[src/rtl/parity_bit.sv]
`default_nettype none
// ============================================================================
//  Module   : parity_bit
//  Brief    : 15-bit to 16-bit parity encoder (combinational and registered)
//             plus an independent 16-bit parity checker with a saturating
//             error counter.
//  Revision : 1.0  initial release
// ============================================================================
module parity_bit #(
  parameter bit ODD_PARITY = 1'b1,
  parameter int CNT_W      = 8
) (
  input  logic             clk,
  input  logic             reset_n,
  // encode path
  input  logic [14:0]      initialInput,
  output logic [15:0]      finalOutput,
  input  logic             in_valid,
  output logic [15:0]      out_word,
  output logic             out_valid,
  // check path
  input  logic [15:0]      chk_word,
  input  logic             chk_valid,
  output logic             chk_error,
  output logic             chk_done,
  output logic [CNT_W-1:0] err_count,
  input  logic             clear_count
);

  localparam logic [CNT_W-1:0] CNT_MAX = {CNT_W{1'b1}};

  // Parity bit that completes the selected parity over the 16-bit word.
  // For odd parity the data XOR is inverted so the total count of ones is odd.
  logic enc_parity;
  logic chk_xor;
  logic chk_bad;

  // Encoder and checker parity evaluation; no clock or reset involvement.
  always_comb begin
    enc_parity  = (^initialInput) ^ ODD_PARITY;
    finalOutput = {initialInput, enc_parity};
    chk_xor     = ^chk_word;
    // A legal odd-parity word XORs to 1, a legal even-parity word to 0.
    chk_bad     = chk_xor ^ ODD_PARITY;
  end

  // Registered state and its next-state values.
  logic [15:0]      out_word_q,  out_word_d;
  logic             out_valid_q, out_valid_d;
  logic             chk_error_q, chk_error_d;
  logic             chk_done_q,  chk_done_d;
  logic [CNT_W-1:0] err_count_q, err_count_d;

  // Next-state logic: capture on valid, hold otherwise; counter saturates
  // and a clear wins over a same-cycle increment.
  always_comb begin
    out_word_d  = out_word_q;
    out_valid_d = in_valid;
    chk_error_d = chk_error_q;
    chk_done_d  = chk_valid;
    err_count_d = err_count_q;

    if (in_valid) begin
      out_word_d = finalOutput;
    end

    if (chk_valid) begin
      chk_error_d = chk_bad;
    end

    if (clear_count) begin
      err_count_d = '0;
    end else if (chk_valid && chk_bad && (err_count_q != CNT_MAX)) begin
      err_count_d = err_count_q + 1'b1;
    end
  end

  // State registers; reset clears everything immediately, dropping any
  // capture that was in flight.
  always_ff @(posedge clk or negedge reset_n) begin
    if (!reset_n) begin
      out_word_q  <= '0;
      out_valid_q <= 1'b0;
      chk_error_q <= 1'b0;
      chk_done_q  <= 1'b0;
      err_count_q <= '0;
    end else begin
      out_word_q  <= out_word_d;
      out_valid_q <= out_valid_d;
      chk_error_q <= chk_error_d;
      chk_done_q  <= chk_done_d;
      err_count_q <= err_count_d;
    end
  end

  assign out_word  = out_word_q;
  assign out_valid = out_valid_q;
  assign chk_error = chk_error_q;
  assign chk_done  = chk_done_q;
  assign err_count = err_count_q;

endmodule
`default_nettype wire

[config.mk]
export PLATFORM = sky130hd
export DESIGN_NAME = parity_bit
export DESIGN_NICKNAME = d
export VERILOG_FILES = /design/src/rtl/parity_bit.sv
export SDC_FILE = /design/constraint.sdc
export NUM_CORES = 1
export LEC_CHECK = 0
export ABC_AREA = 1
export ABC_CLOCK_PERIOD_IN_PS = 1450
export BUFFER_PORTS_ARGS = -buffer_cell sky130_fd_sc_hd__buf_2
export CORE_ASPECT_RATIO = 0.75
export CORE_UTILIZATION = 43
export DETAILED_ROUTE_END_ITERATION = 8
export PLACE_DENSITY = 0.82
export REMOVE_ABC_BUFFERS = 1
export SYNTH_ARGS = -nofsm -noshare
export SYNTH_HDL_FRONTEND = slang
export SYNTH_SLANG_ARGS = --single-unit
[constraint.sdc]
create_clock -name clk -period 1.45 [get_ports clk]
set_clock_uncertainty 0.2 [all_clocks]
set_input_delay 0.145 -clock clk [delete_from_list [all_inputs] [get_ports clk]]
set_output_delay 0.145 -clock clk [all_outputs]
set_load 0.01 [all_outputs]
After elaboration in Yosys (flattened, before gate mapping)
Index checks and enable logic that the tools add are counted.

Output and inout bits: 43. Register bits: 27. Input port bits: 36. Word-level logic and storage cells: 16.

Bitwise operators: 2. Multiplexer cells: 2. Add/sub/neg operators: 1. Reductions and logical operators: 5. Equal/unequal tests: 1.

Operators with widths (number): $mux W8 (2); $reduce_xor A16 Y1 (1); $reduce_xor A15 Y1 (1); $add A8 B1 Y8 const B (1); $ne A8 B8 Y1 const B (1); $logic_and A1 B1 Y1 (2); $not A1 Y1 (2); $reduce_bool A2 Y1 (1).

Depth between registers and ports, before layout
Depth after elaboration: 6. Gate-level depth with buffers: 12.

Least setup slack after synthesis
OpenSTA, ideal clock, no wires.

Kind: register -> register. Start: reg err_count_q[0], in the netlist err_count[0]. End: reg err_count_q[6], in the netlist err_count[6]. Path slack: -173 ps. Arrival time: 1305 ps. Stages on the path, launching flop included: 9. Setup time: 118 ps. Cell sequence: dfrtp_1 -> ha_1 -> nand2_1 -> inv_2 -> nand4_1 -> nand3b_4 -> nand4_4 -> nand3_1 -> nand2_1.

Longest elaborated chain between the ends: 3. Elaborated cells on any way between the ends: 6.

RTL lines: start: declaration (RTL line 52) `logic [CNT_W-1:0] err_count_q, err_count_d;`; start signal: assignment (RTL line 92) `err_count_q <= err_count_d;`; $add A8 B1 Y8 or $ne A8 B8 Y1 (tied branches) (RTL line 74, 73); $mux W8 or $logic_and A1 B1 Y1 (tied branches) (RTL line 73) `end else if (chk_valid && chk_bad && (err_count_q != CNT_MAX)) begin`; $mux W8 or $reduce_bool A2 Y1 (tied branches).

Parallel ways exist; a longest one is shown, timed or not. The select of a mux whose other input is x is not followed. A chain may end at the register's enable or synchronous reset.

Worst setup path in the final report
Start: reg err_count_q[1], in the netlist err_count[1]. End: reg err_count_q[6], in the netlist err_count[6].

The elaborated chain is that of the path after synthesis.

==> flow_summary_export.csv <==
group,metric,value,unit
clock_network,cts_setup_buffers,0,
timing,drv_slew,0,
clock_network,cts.sinks,27,
global_route,grt_pass1_vias,1781,
final_layout,num-fill-cells,324,
worst_setup_path,worstSetupStartpoint,"err_count[1]",
placement,place_congestion,0.815,
placement,dp_hpwl,3430,um
worst_setup_path,reg2reg_from,"err_count[1]",
synth,synthFlopType,"dfrtp_1",
placement,place_area,2390,um^2
timing,worstMarginPinSlew,598,ps
clock_network,clockRootBuffer,"clkbuf_8",
final_layout,mostFrequentLayoutCells,"nand2_1 (145), buf_2 (72), dfrtp_1 (27), inv_1 (22), buf_4 (22)",
timing,min_period,1590,ps
worst_setup_path,cp-start-kind,"flip-flop",
power_and_ir_drop,irDropWorstVdd,0.734,mV
detailed_routing,wl_per_cell,12.2,um
die,rows,20,
placement,dpl.cell_count,412,
detailed_routing,vias,2007,
worst_setup_path,cpMaxStageDelayCell,"dfrtp_1",
final_layout,finalNonFillerCells,427,
global_route,grt_usage,0.218,
final_layout,antenna_cells,0,
power_and_ir_drop,power_leakage,1.70,nW
final_layout,areaGrowthSynthToFinish,44.8,%
worst_setup_path,crit_type,"flip-flop to flip-flop",
worst_setup_path,cp_cell_sequence,"ha_2 -> nand2_2 -> inv_2 -> nand4_1 -> buf_4 -> xor2_2 -> inv_1 -> nand4_1 -> nand2_1",
clock_network,clk_latency,270,ps
status,status,"complete, but fails checks",
final_layout,drive_above_1_share,0.371,
synth,ys_warn_count,0,
global_route,grt_max_degree,28,
clock_network,htreeDepth,1,
worst_setup_path,cp-end-kind,"flip-flop",
synth,syn_avg_cell_area,6.88,um^2
synth,ys_types,21,
die,dieArea,4670,um^2
global_route,globalRouteOverflowTotal,0,
timing,setup_viol,9,
clock_network,cts_tree,"yes",
synth,ys_seq_area_frac,0.357,
placement,io_buffers,78,
die,coreArea,4130,um^2
timing,layout_setup_ws,-145,ps
worst_setup_path,arrival,1610,ps
min_path,hp-class,"input pin to flip-flop",
synth,syn-instance-count,275,
final_layout,fin_area,2740,um^2
clock_network,cts_buffers,3,
detailed_routing,postRouteAntennaNets,0,
worst_setup_path,slowest_delay,380,ps
synth,ys_async_sr_fraction,1.00,
flow_run,maxCapViolCount,0,
worst_setup_path,worst_path_most_repeated_cell,"nand4_1",
min_path,min_from,"chk_valid",
detailed_routing,dr.pass1.iters,4,
global_route,antenna_found_initial,0,
synth,syn_area,1890,um^2
timing,whs,26.1,ps
timing,rsz0062_at_grt,"true",
synth,synth-edff-count,0,
synth,synth-seq-cells,27,
timing,fin_crit_sh,1.10,
die,die_h,59.5,um
timing,achievable-frequency,627,MHz
worst_setup_path,r2r_slack,-140,ps
die,ioPinCount,79,
die,start_util,0.458,
worst_setup_path,crit_buf_inv,3,
final_layout,final_common_cell,"nand2_1",
clock_network,clk_pin_slew,90,ps
final_layout,final_nets,410,
timing,relSlewSlack,0.601,
detailed_routing,drc,0,
detailed_routing,drt_iter0_markers,132,
worst_setup_path,crit_family,"flip-flops",
detailed_routing,routed_wl,5230,um
clock_network,cts.path.max_buffers,2,
worst_setup_path,critPathMaxFanout,2,
power_and_ir_drop,powerDensity,741,nW/um^2
timing,hold_viol,0,
status,violations,"setup timing",
global_route,grt_pass1_wl,8010,um
die,die_w,78.6,um
detailed_routing,via_per_inst,4.70,
worst_setup_path,critPathRequiredTime,1460,ps
## metrics by stage
stage          TNS (ps)  setup slack, ps  power, mW   util
3_3_place_gp       -791            -94.7       1.47  0.580
3_5_place_dp      -1070             -139       1.49  0.580
6_report          -1050             -145       2.03  0.664
5_1_grt           -1950             -233       2.15  0.664
2_1_floorplan     -1400             -175       1.19      -
4_1_cts            -884             -120       2.00  0.645
## cell families (layout without fill, tap and decap cells)
family                   count (synthesis)  in the layout  share of synthesized area
buffers and inverters                   49            146                      0.130
XOR/XNOR                                20             20                     0.0965
AO/OA/AOI/OAI                            1              1                    0.00331
adder cells (fa/ha/maj)                  1              1                    0.00661
flip-flops                              27             27                      0.357
AND/OR/NAND/NOR                        177            177                      0.406
## cells in the mapped netlist (2+ instances only)
library cell	count	area [um^2]
xnor2_1	10	87.6
dfrtp_1	27	676
xor2_1	9	78.8
nand2_1	146	548
clkbuf_1	2	7.51
inv_2	7	26.3
nand4_1	9	56.3
buf_4	16	120
nand2_2	3	18.8
nor2_1	5	18.8
buf_2	2	10.0
nand3_1	9	45.0
inv_1	22	82.6
## cell type report
class,instances,area (um^2),share of cell area
Clock buffer,3,41.3,0.0151
Inverter,29,109,0.0397
Timing Repair Buffer,113,734,0.268
Multi-Input combinational cell,199,1110,0.404
Tap cell,55,68.8,0.0251
Clock inverter,1,5.00,0.00183
Sequential cell,27,676,0.246
## final timing paths
kind                       depth (start not counted)            to
min in group asynchronous                          2   out_word[9]
setup reg to reg                                   9  err_count[6]
hold reg to reg                                    2   out_word[0]
setup / recovery                                   9  err_count[6]
max in group asynchronous                          2   out_word[3]
hold / removal                                     3     chk_error
## repair_timing
| item | in CTS | in global routing |
|---|---|---|
| hold buffers | 11 | 0 |
| setup endpoints to repair | 9 | 10 |
| pin swaps | 10 | 11 |
| resized for setup | 17 | 14 |
| endpoints found under the hold margin | 38 | 0 |
## flip-flops by register name, indices dropped and copies added (netlist names)
signal / flops
err_count: 8
out_word: 16
chk_done: 1
out_valid: 1
chk_error: 1
## power by group
group	leakage [nW]	internal (mW)	switching, mW
clock	0.0255	0.193	0.231
sequential	0.340	0.813	0.0317
combinational	1.34	0.345	0.418
## metal layers
layer,vias to the layer above,track usage,wire (um)
met3,8,0.0308,249
met2,64,0.375,2750
met4,0,0.0476,64
met1,923,0.295,2160
li1,1012,-,-
met5,-,0,0
## worst reg2reg max path: cells and delay by family (launching register included)
kind          cells  cell delay [ps]
fa+ha+maj         1              190
simple gates      4              330
flops             1              380
buf+inv           3              290
xor+xnor          1              140
No activity file was read; power rests on OpenSTA's default activity.
